## src/rtl/ifetch_unit_pkg.sv

```systemverilog
// Shared definitions for the instruction-fetch slice: word width, NOP encoding and reset PC.
// Macros are defined only if the including build has not already supplied them.
`ifndef WORD_WIDTH
`define WORD_WIDTH 32
`endif
`ifndef INST_NOP
`define INST_NOP 32'h0000_0000
`endif
`ifndef IFETCH_RESET_PC
`define IFETCH_RESET_PC 32'h0000_0000
`endif

package ifetch_unit_pkg;

    localparam int                WORD_W           = `WORD_WIDTH;
    localparam logic [WORD_W-1:0] INST_NOP_WORD    = `INST_NOP;
    localparam logic [WORD_W-1:0] DEFAULT_RESET_PC = `IFETCH_RESET_PC;
    localparam int                PC_STEP          = 4;

    // A fetch target is legal only when word aligned.
    function automatic logic misaligned(input logic [1:0] lsb);
        return lsb != 2'b00;
    endfunction

endpackage

```

## src/rtl/ifetch_fifo.sv

```systemverilog
// Synchronous FIFO holding fetched entries ({pc, inst} or {pc, inst, adel}); flush empties it in one edge.
// Head entry is read straight from the slot registers so a pushed word is visible the cycle after the push.
module ifetch_fifo #(
    parameter int DW    = 64,
    parameter int DEPTH = 2,
    localparam int AW   = $clog2(DEPTH),
    localparam int CW   = AW + 1
) (
    input  logic          clk,
    input  logic          rst,
    input  logic          flush,
    input  logic          push,
    input  logic [DW-1:0] push_data,
    input  logic          pop,
    output logic [DW-1:0] head_data,
    output logic [CW-1:0] count,
    output logic          empty
);

    logic [DEPTH-1:0][DW-1:0] slots;
    logic [AW-1:0]            wr_ptr_reg, wr_ptr_next;
    logic [AW-1:0]            rd_ptr_reg, rd_ptr_next;
    logic [CW-1:0]            count_reg, count_next;
    logic                     do_push, do_pop;

    assign do_push = push & ~flush;
    assign do_pop  = pop & ~flush & (count_reg != '0);

    for (genvar gi = 0; gi < DEPTH; gi++) begin : g_slot
        logic [DW-1:0] slot_reg;

        always_ff @(posedge clk) begin
            if (do_push && wr_ptr_reg == AW'(gi)) begin
                slot_reg <= push_data;
            end
        end

        assign slots[gi] = slot_reg;
    end

    always_comb begin
        wr_ptr_next = wr_ptr_reg;
        rd_ptr_next = rd_ptr_reg;
        count_next  = count_reg;
        if (flush) begin
            wr_ptr_next = '0;
            rd_ptr_next = '0;
            count_next  = '0;
        end else begin
            if (do_push) wr_ptr_next = wr_ptr_reg + AW'(1);
            if (do_pop)  rd_ptr_next = rd_ptr_reg + AW'(1);
            case ({do_push, do_pop})
                2'b10:   count_next = count_reg + CW'(1);
                2'b01:   count_next = count_reg - CW'(1);
                default: count_next = count_reg;
            endcase
        end
    end

    always_ff @(posedge clk) begin
        if (!rst) begin
            wr_ptr_reg <= '0;
            rd_ptr_reg <= '0;
            count_reg  <= '0;
        end else begin
            wr_ptr_reg <= wr_ptr_next;
            rd_ptr_reg <= rd_ptr_next;
            count_reg  <= count_next;
        end
    end

    assign head_data = slots[rd_ptr_reg];
    assign count     = count_reg;
    assign empty     = (count_reg == '0);

endmodule

```

## src/rtl/ifetch_unit.sv

```systemverilog
// Instruction-fetch initiator: issues word reads to a 1-cycle imem, buffers responses, hands {pc, inst} to decode.
// Optional IFETCH_ALIGN_CHECK_EN: misaligned redirects halt fetch and deliver a single address-error marker.
module ifetch_unit
    import ifetch_unit_pkg::*;
#(
    parameter int           W        = WORD_W,
    parameter logic [W-1:0] RESET_PC = W'(DEFAULT_RESET_PC),
    parameter int           DEPTH    = 2
) (
    input  logic         clk,
    input  logic         rst,
    output logic [W-1:0] imem_addr,
    input  logic [W-1:0] imem_data,
    input  logic         redirect_valid,
    input  logic [W-1:0] redirect_pc,
    output logic         out_valid,
    input  logic         out_ready,
    output logic [W-1:0] out_pc,
    output logic [W-1:0] out_inst,
    output logic         out_adel
);

    localparam int CW = $clog2(DEPTH) + 1;
`ifdef IFETCH_ALIGN_CHECK_EN
    localparam int DW = 2 * W + 1;
`else
    localparam int DW = 2 * W;
`endif

    logic [W-1:0]  pc_reg, pc_next;
    logic [W-1:0]  req_pc_reg, req_pc_next;
    logic          inflight_reg, inflight_next;
    logic [W-1:0]  redirect_target;
    logic          halt, pop, issue, push, credit_ok, fifo_empty;
    logic [CW-1:0] occ;
    logic [CW:0]   credit_used;
    logic [DW-1:0] push_data, head_data;

    assign imem_addr = pc_reg;
    assign out_valid = ~fifo_empty;
    assign pop       = out_valid & out_ready & ~redirect_valid;

    // Every word in flight must already own a FIFO slot, so it can never be dropped.
    assign credit_used = {1'b0, occ} + (CW + 1)'(inflight_reg) - (CW + 1)'(pop);
    assign credit_ok   = credit_used < (CW + 1)'(DEPTH);
    assign issue       = ~halt & credit_ok & ~redirect_valid;

`ifdef IFETCH_ALIGN_CHECK_EN
    logic halt_reg, halt_next;
    logic marker_reg, marker_next;
    logic bad_target;

    assign bad_target      = misaligned(redirect_pc[1:0]);
    assign redirect_target = redirect_pc;
    assign halt            = halt_reg;
    assign push            = (inflight_reg | marker_reg) & ~redirect_valid;
    // While halted pc_reg still holds the faulting target, so it doubles as the marker PC.
    assign push_data       = marker_reg ? {pc_reg, INST_NOP_WORD, 1'b1}
                                        : {req_pc_reg, imem_data, 1'b0};

    always_comb begin
        halt_next   = halt_reg;
        marker_next = 1'b0;
        if (redirect_valid) begin
            halt_next   = bad_target;
            marker_next = bad_target;
        end
    end

    always_ff @(posedge clk) begin
        if (!rst) begin
            halt_reg   <= 1'b0;
            marker_reg <= 1'b0;
        end else begin
            halt_reg   <= halt_next;
            marker_reg <= marker_next;
        end
    end

    assign out_adel = out_valid & head_data[0];
    assign out_inst = out_valid ? head_data[W:1] : '0;
    assign out_pc   = out_valid ? head_data[2*W:W+1] : '0;
`else
    assign redirect_target = redirect_pc & ~W'(3);
    assign halt            = 1'b0;
    assign push            = inflight_reg & ~redirect_valid;
    assign push_data       = {req_pc_reg, imem_data};

    assign out_adel = 1'b0;
    assign out_inst = out_valid ? head_data[W-1:0] : '0;
    assign out_pc   = out_valid ? head_data[2*W-1:W] : '0;
`endif

    always_comb begin
        pc_next       = pc_reg;
        req_pc_next   = req_pc_reg;
        inflight_next = 1'b0;
        if (redirect_valid) begin
            pc_next = redirect_target;
        end else if (issue) begin
            inflight_next = 1'b1;
            req_pc_next   = pc_reg;
            pc_next       = pc_reg + W'(PC_STEP);
        end
    end

    always_ff @(posedge clk) begin
        if (!rst) begin
            pc_reg       <= RESET_PC;
            req_pc_reg   <= '0;
            inflight_reg <= 1'b0;
        end else begin
            pc_reg       <= pc_next;
            req_pc_reg   <= req_pc_next;
            inflight_reg <= inflight_next;
        end
    end

    ifetch_fifo #(
        .DW    (DW),
        .DEPTH (DEPTH)
    ) u_fifo (
        .clk       (clk),
        .rst       (rst),
        .flush     (redirect_valid),
        .push      (push),
        .push_data (push_data),
        .pop       (pop),
        .head_data (head_data),
        .count     (occ),
        .empty     (fifo_empty)
    );

endmodule

```

## config.mk

```make
export PLATFORM = sky130hd
export DESIGN_NAME = ifetch_unit
export DESIGN_NICKNAME = d
export VERILOG_FILES = /design/src/rtl/ifetch_unit_pkg.sv /design/src/rtl/ifetch_fifo.sv /design/src/rtl/ifetch_unit.sv
export SDC_FILE = /design/constraint.sdc
export NUM_CORES = 1
export LEC_CHECK = 0
export BUFFER_PORTS_ARGS = -buffer_cell sky130_fd_sc_hd__buf_2
export CORE_ASPECT_RATIO = 1.4
export CORE_MARGIN = 3
export CORE_UTILIZATION = 50
export CTS_CLUSTER_DIAMETER = 30
export DETAILED_ROUTE_END_ITERATION = 10
export GPL_TIMING_DRIVEN = 0
export HOLD_SLACK_MARGIN = 0.03
export PLACE_DENSITY = 0.74
export SLEW_MARGIN = 0
export SYNTH_ARGS = -nofsm -noshare
export SYNTH_HDL_FRONTEND = slang
export SYNTH_SLANG_ARGS = --single-unit
```

## constraint.sdc

```tcl
create_clock -name clk -period 5.8 [get_ports clk]
set_input_delay 0 -clock clk [delete_from_list [all_inputs] [get_ports clk]]
set_output_delay 0 -clock clk [all_outputs]
set_load 0.05 [all_outputs]
```

### Word-level counts from Yosys, hierarchy flattened

Cells that the tools add are included.
W data, S select, Z words.

| word-level totals | value |
|---|---|
| bits in registers | 197 |
| input port bits | 68 |
| output and inout bits | 98 |
| logic and storage cells | 47 |

| operators by class | value |
|---|---|
| add/sub/neg operators | 7 |
| $lt $le $gt $ge | 2 |
| equal/unequal tests | 2 |
| multiplexer cells | 8 |
| bitwise logic cells | 11 |
| reductions and logical operators | 8 |

Operator list:

| cell | number |
|---|---|
| $mux W32 | 4 |
| $mux W64 | 2 |
| $add A32 B3 Y32 const B | 1 |
| $and A1 B1 Y1 | 7 |
| $reduce_bool A2 Y1 | 3 |
| $not A1 Y1 | 4 |
| $pmux W2 S2 | 1 |
| $add A2 B1 Y3 | 1 |
| $lt A3 B2 Y1 const B | 1 |
| $sub A3 B1 Y3 | 1 |
| $add A1 B1 Y1 const B | 2 |
| $add A2 B1 Y2 const B | 1 |
| $eq A2 B1 Y1 const B | 1 |
| $eq A2 B2 Y1 const B | 1 |
| $logic_and A1 B1 Y1 | 2 |
| $logic_not A2 Y1 | 1 |
| $lt A1 B2 Y1 const B | 1 |
| $reduce_and A2 Y1 | 1 |
| $reduce_or A2 Y1 | 1 |
| $sub A2 B1 Y2 const B | 1 |
| $mux W1 | 1 |

### Longest topological paths before layout

| logic depth | value |
|---|---|
| depth after elaboration | 9 |
| mapped depth | 13 |
| gate-level depth less buffers | 11 |

### Hierarchy

Synthesis repeated with hierarchy kept, for this count alone.

| second synthesis, totals | value |
|---|---|
| cells, all modules | 662 |
| area total of the unflattened synthesis | 8,124.0 sq um |

By module, submodules not included:

| module | times used | cells an instance | area an instance (sq um) | sequential area each (sq um) |
|---|---|---|---|---|
| ifetch_fifo | 1 | 222 | 4,800.9 | 3,923.8 |
| ifetch_unit | 1 | 440 | 3,323.2 | 1,221.2 |

### Worst setup path after synthesis

No wires, ideal clock.

| timing | value |
|---|---|
| kind | in2reg |
| start point | in redirect_valid |
| end point | reg u_fifo.g_slot[0].slot_reg[0], enable pin |
| library setup time | 0.482 ns |
| arrival time | 3.279 ns |
| required time | 5.318 ns |
| slack | 2.039 ns |
| cell stages on the path | 5 |
| buffers on the path | 2 |
| path through | clkbuf_1 > clkinv_1 > clkbuf_1 > nand2_1 > nor2_1 |

| on the way | value |
|---|---|
| cells in the longest elaborated chain, start to end | 4 |

RTL lines:

| element | RTL line | text |
|---|---|---|
| start, declared | ifetch_unit.sv:14 | `input logic redirect_valid,` |
| $not A1 Y1 (no source line) * | - |  |
| $and A1 B1 Y1 | ifetch_unit.sv:86 | `assign push = inflight_reg & ~redirect_valid;` |
| $and A1 B1 Y1 * | ifetch_fifo.sv:26 | `assign do_push = push & ~flush;` |
| $logic_and A1 B1 Y1 * | ifetch_fifo.sv:33 | `if (do_push && wr_ptr_reg == AW'(gi)) begin` |
| end signal, assigned | ifetch_fifo.sv:34 | `slot_reg <= push_data;` |
| end, declared | ifetch_fifo.sv:30 | `logic [DW-1:0] slot_reg;` |

Mark *: on every way between the ends. The rest lies on a longest branch, timed or not.
A chain may end at the register's enable or synchronous reset.

### Final worst setup path

| timing | value |
|---|---|
| start point | reg u_fifo.count_reg[1], in the netlist u_fifo.count[1] |
| end point | reg pc_reg[21], in the netlist imem_addr[21] |

| on the way | value |
|---|---|
| cells in the longest elaborated chain, start to end | 8 |
| elaborated cells on any way between the ends | 9 |
| those cells by class | add/sub (2); order compare (1); bitwise (4); reduce/logical (2) |

RTL lines:

| element | RTL line | text |
|---|---|---|
| start, declared | ifetch_fifo.sv:23 | `logic [CW-1:0] count_reg, count_next;` |
| start signal, assigned | ifetch_fifo.sv:68 | `count_reg <= count_next;` |
| $logic_not A2 Y1 | ifetch_fifo.sv:74 | `assign empty = (count_reg == '0);` |
| $not A1 Y1 | ifetch_unit.sv:40 | `assign out_valid = ~fifo_empty;` |
| $and A1 B1 Y1 (2 in series) | ifetch_unit.sv:41 | `assign pop = out_valid & out_ready & ~redirect_valid;` |
| $sub A3 B1 Y3 * | ifetch_unit.sv:44 | `assign credit_used = {1'b0, occ} + (CW + 1)'(inflight_reg) - (CW + 1)'(pop);` |
| $lt A3 B2 Y1 * | ifetch_unit.sv:45 | `assign credit_ok = credit_used < (CW + 1)'(DEPTH);` |
| $and A1 B1 Y1 * | ifetch_unit.sv:46 | `assign issue = ~halt & credit_ok & ~redirect_valid;` |
| $reduce_bool A2 Y1 (no source line) * | - |  |
| end signal, assigned | ifetch_unit.sv:113 | `pc_reg <= pc_next;` |
| end, declared | ifetch_unit.sv:30 | `logic [W-1:0] pc_reg, pc_next;` |

Marks and branches as above.

==> reports/qor.txt <==
DPL Wire Length: 13700 microns
Clock latency on the worst-skew pair: 0.43 ns
Unique masters post-synth: 49
Pint: 2.15 mW
Worst Max-Slew Pin Slew: 0.993 ns
Static leakage: 3.76 nW
Remaining DRCs: 0
Yosys warnings: 0
Routed vias/inst: 5.52
Worst EP arrival: 4.67 ns
Max reg flops: 124
Seq cells post-synth: 189
RSZ-0062 raised after global routing: no
Final Max Slew Viols: 0
Post-CTS setup buffers: 0
DR top layer: met4
Sequential area share after synthesis: 63.3%
Clk pwr share: 38.1%
CP Class: flip-flop to flip-flop
Power Total: 2.93 mW
Hold WC Path Type: primary input to flip-flop
R2r setup slk: 1.48 ns
Setup Total Neg Slack: 0 ns
Initial antenna violation count: 0
Grt total ovfl: 0
Crit path from: u_fifo.count[1]
CTS tree: built
Startpoint types: flip-flop
Async set-reset flop share out of synthesis: 0%
Final setup viols: 0
Final design utilization: 66.7%
Period minus WS final: 4.32 ns
Status: complete, no violations
EDFF count, synth: 124
Reg2Reg Capture Point: imem_addr[21]
Gate Count Post-Synth: 671
Met3 wire len: 1230 microns
Fraction of layout cells with a size suffix above 1: 22.5%
Total track usage: 22.8%
DIE AREA: 0.0175 sq mm
Largest net degree at the start of global routing: 63
Post-Route M1 WL: 7710 microns
F_max: 231 MHz
Register share of total power: 51.7%
Diodes inserted: 0
Peak VDD IR: 0.196 mV
Synth Flop Type: edfxtp_1
Antenna Nets Post-Route: 0
Syn_area_per_cell: 11.8 sq um
Die extent in x: 113 microns
Endpoint type of the worst setup path: flip-flop
NumNets Final: 987
Logic pwr share: 10.2%
Effective utilization at floorplan: 51.8%
DRT Wirelength: 19900 microns
WHS: 0.0788 ns
Sw Ratio: 26.6%
Final Skew: 0.0160 ns
Number of fill cells in the layout: 1155
Max Root-Sink Buffers: 2
Max-cap violations: 0
Final Hold Viols: 0
Period Utilization, post-route: 74.6%
Pwr dens: 287 mW/mm^2
End of the critical path: imem_addr[21]
Critical Path Fanout Max: 10
Met2 Routed Length: 10500 microns
Clock slew at reported path FFs: 0.08 ns
Area grow syn2layout: 28.7%
Number of global-route vias before repair: 6339
Routability Congestion: 0.876
Io pins: 166
R2R Path Start: u_fifo.count[1]
First-pass GRT wire length: 31400 microns
FF-to-FF path depth: 13
CTS resizes: 0
Net switching power: 779 uW
Total core area: 0.0153 sq mm
Synth Cell Area: 0.00794 sq mm
CTS H-tree lvls: 4
Clock sink count: 189
Max-slew headroom: 33.3%
Row cnt: 53
PortBufs: 157
Critical path required time: 6.15 ns
Hold depth: 4
Clk root buf: clkbuf_16
Router iterations before antenna repair: 5
Die Ht: 155 microns
Iter 0 DRT Violations: 393
TritonCTS Buffers: 17
Mean routed wirelength per cell: 17.8 microns
Via count: 6178
[metrics by stage]
stage | area, sq um | cells | setup WS (ns)
final | 10200 | 1120 | 1.48
after floorplan | 7960 | 675 | 2.04
after detailed placement | 9010 | 1025 | 1.46
after global placement | 8980 | 1024 | 0.331
after CTS | 10200 | 1120 | 1.42
after global routing | 10200 | 1120 | 1.26
[cells in the final DEF (no fill, tap or decap), types with 3 or more instances in the layout]
cell type	n
or3_1	5
nand3_1	18
buf_4	5
and4_1	7
edfxtp_1	124
dfxtp_1	65
nand2b_1	3
o31ai_1	4
buf_2	160
nand2_1	79
clkbuf_1	37
dlygate4sd3_1	63
inv_8	5
a21oi_1	10
a31oi_1	6
a311oi_1	4
and3_1	3
o21ai_0	25
nor3_1	11
conb_1	5
and2_1	3
nor4_1	14
a21boi_0	31
inv_1	7
nand4_1	9
or4_1	7
nor2_1	74
ha_1	3
nor2b_1	3
clkinv_4	3
clkbuf_16	17
mux2i_1	62
o211a_1	3
a211oi_1	7
xor2_1	5
xnor2_1	11
[cell families after synthesis]
logic type | synth area share, %
xor+xnor | 1.76
simple gates | 15.0
compound gates | 8.38
mux | 7.82
buf+inv | 2.93
other cells | 0.0472
flops | 63.3
fa+ha+maj | 0.725
[critical path: stages (launching register included)]
cell and delay (ns):
dfxtp_1 0.39, nor2_1 0.77, inv_1 0.13, nand2_1 0.21
nor2_1 0.07, ha_1 0.28, nand2b_1 0.15, fa_1 0.41
xor2_1 0.19, buf_2 0.21, nor4_1 0.70, buf_2 0.36
a311oi_1 0.14, nor3_1 0.24
[layout make-up]
type	count	area [sq um]	area share (%)
Buffer	46	203	1.98
Tap cell	192	240	2.35
Clock inverter	15	150	1.47
Timing Repair Buffer	221	1440	14.1
Sequential cell	189	5020	49.2
Clock buffer	17	425	4.16
Multi-Input combinational cell	432	2710	26.5
Inverter	8	30.0	0.294
[what timing repair did]
item / CTS / global route
hold buffers: 63 / 0
hold endpoints to repair: 97 / 0
endpoints found under the setup margin: 0 / 0
[cell usage after synthesis (all sizes together) (9+ instances only)]
master / instances / share of area [%]
a21boi: 31 / 2.9
clkbuf: 37 / 1.7
a21oi: 10 / 0.63
nor3: 11 / 0.69
or4: 9 / 0.91
nand4: 11 / 1.2
mux2i: 62 / 7.8
nand3: 18 / 1.1
o21ai: 25 / 1.6
nand2: 79 / 3.7
edfxtp: 124 / 47
xnor2: 11 / 1.2
nor2: 75 / 3.5
nor4: 14 / 1.1
buf: 9 / 0.80
dfxtp: 65 / 16
[routing by layer]
metal | global-route usage, % | up-vias
li1 | - | 2934
met1 | 26.0 | 2972
met2 | 41.5 | 241
met3 | 4.90 | 31
met4 | 9.16 | 0
met5 | 0 | -
[worst min-delay path by stage]
stage / startpoint / end / slack [ns]
floorplan: imem_data[0] / u_fifo.g_slot[0].slot_reg[0] / 0.1
finish: redirect_pc[30] / imem_addr[30] / 0.08
CTS: redirect_pc[30] / imem_addr[30] / 0.05
global route: redirect_pc[30] / imem_addr[30] / 0.11
global placement: imem_data[21] / u_fifo.g_slot[0].slot_reg[21] / 0.19
detailed placement: imem_data[30] / u_fifo.g_slot[1].slot_reg[30] / 0.19
[power groups by stage]
| stage | Clock [mW] | Combinational, mW | Sequential [mW] |
|---|---|---|---|
| floorplan | 0 | 0.130 | 1.59 |
| global placement | 0 | 0.256 | 1.54 |
| detailed placement | 0 | 0.264 | 1.54 |
| CTS | 1.13 | 0.298 | 1.51 |
| global route | 1.19 | 0.319 | 1.52 |
| finish | 1.12 | 0.299 | 1.51 |
Note: power is estimated with default switching activity, not from simulation.
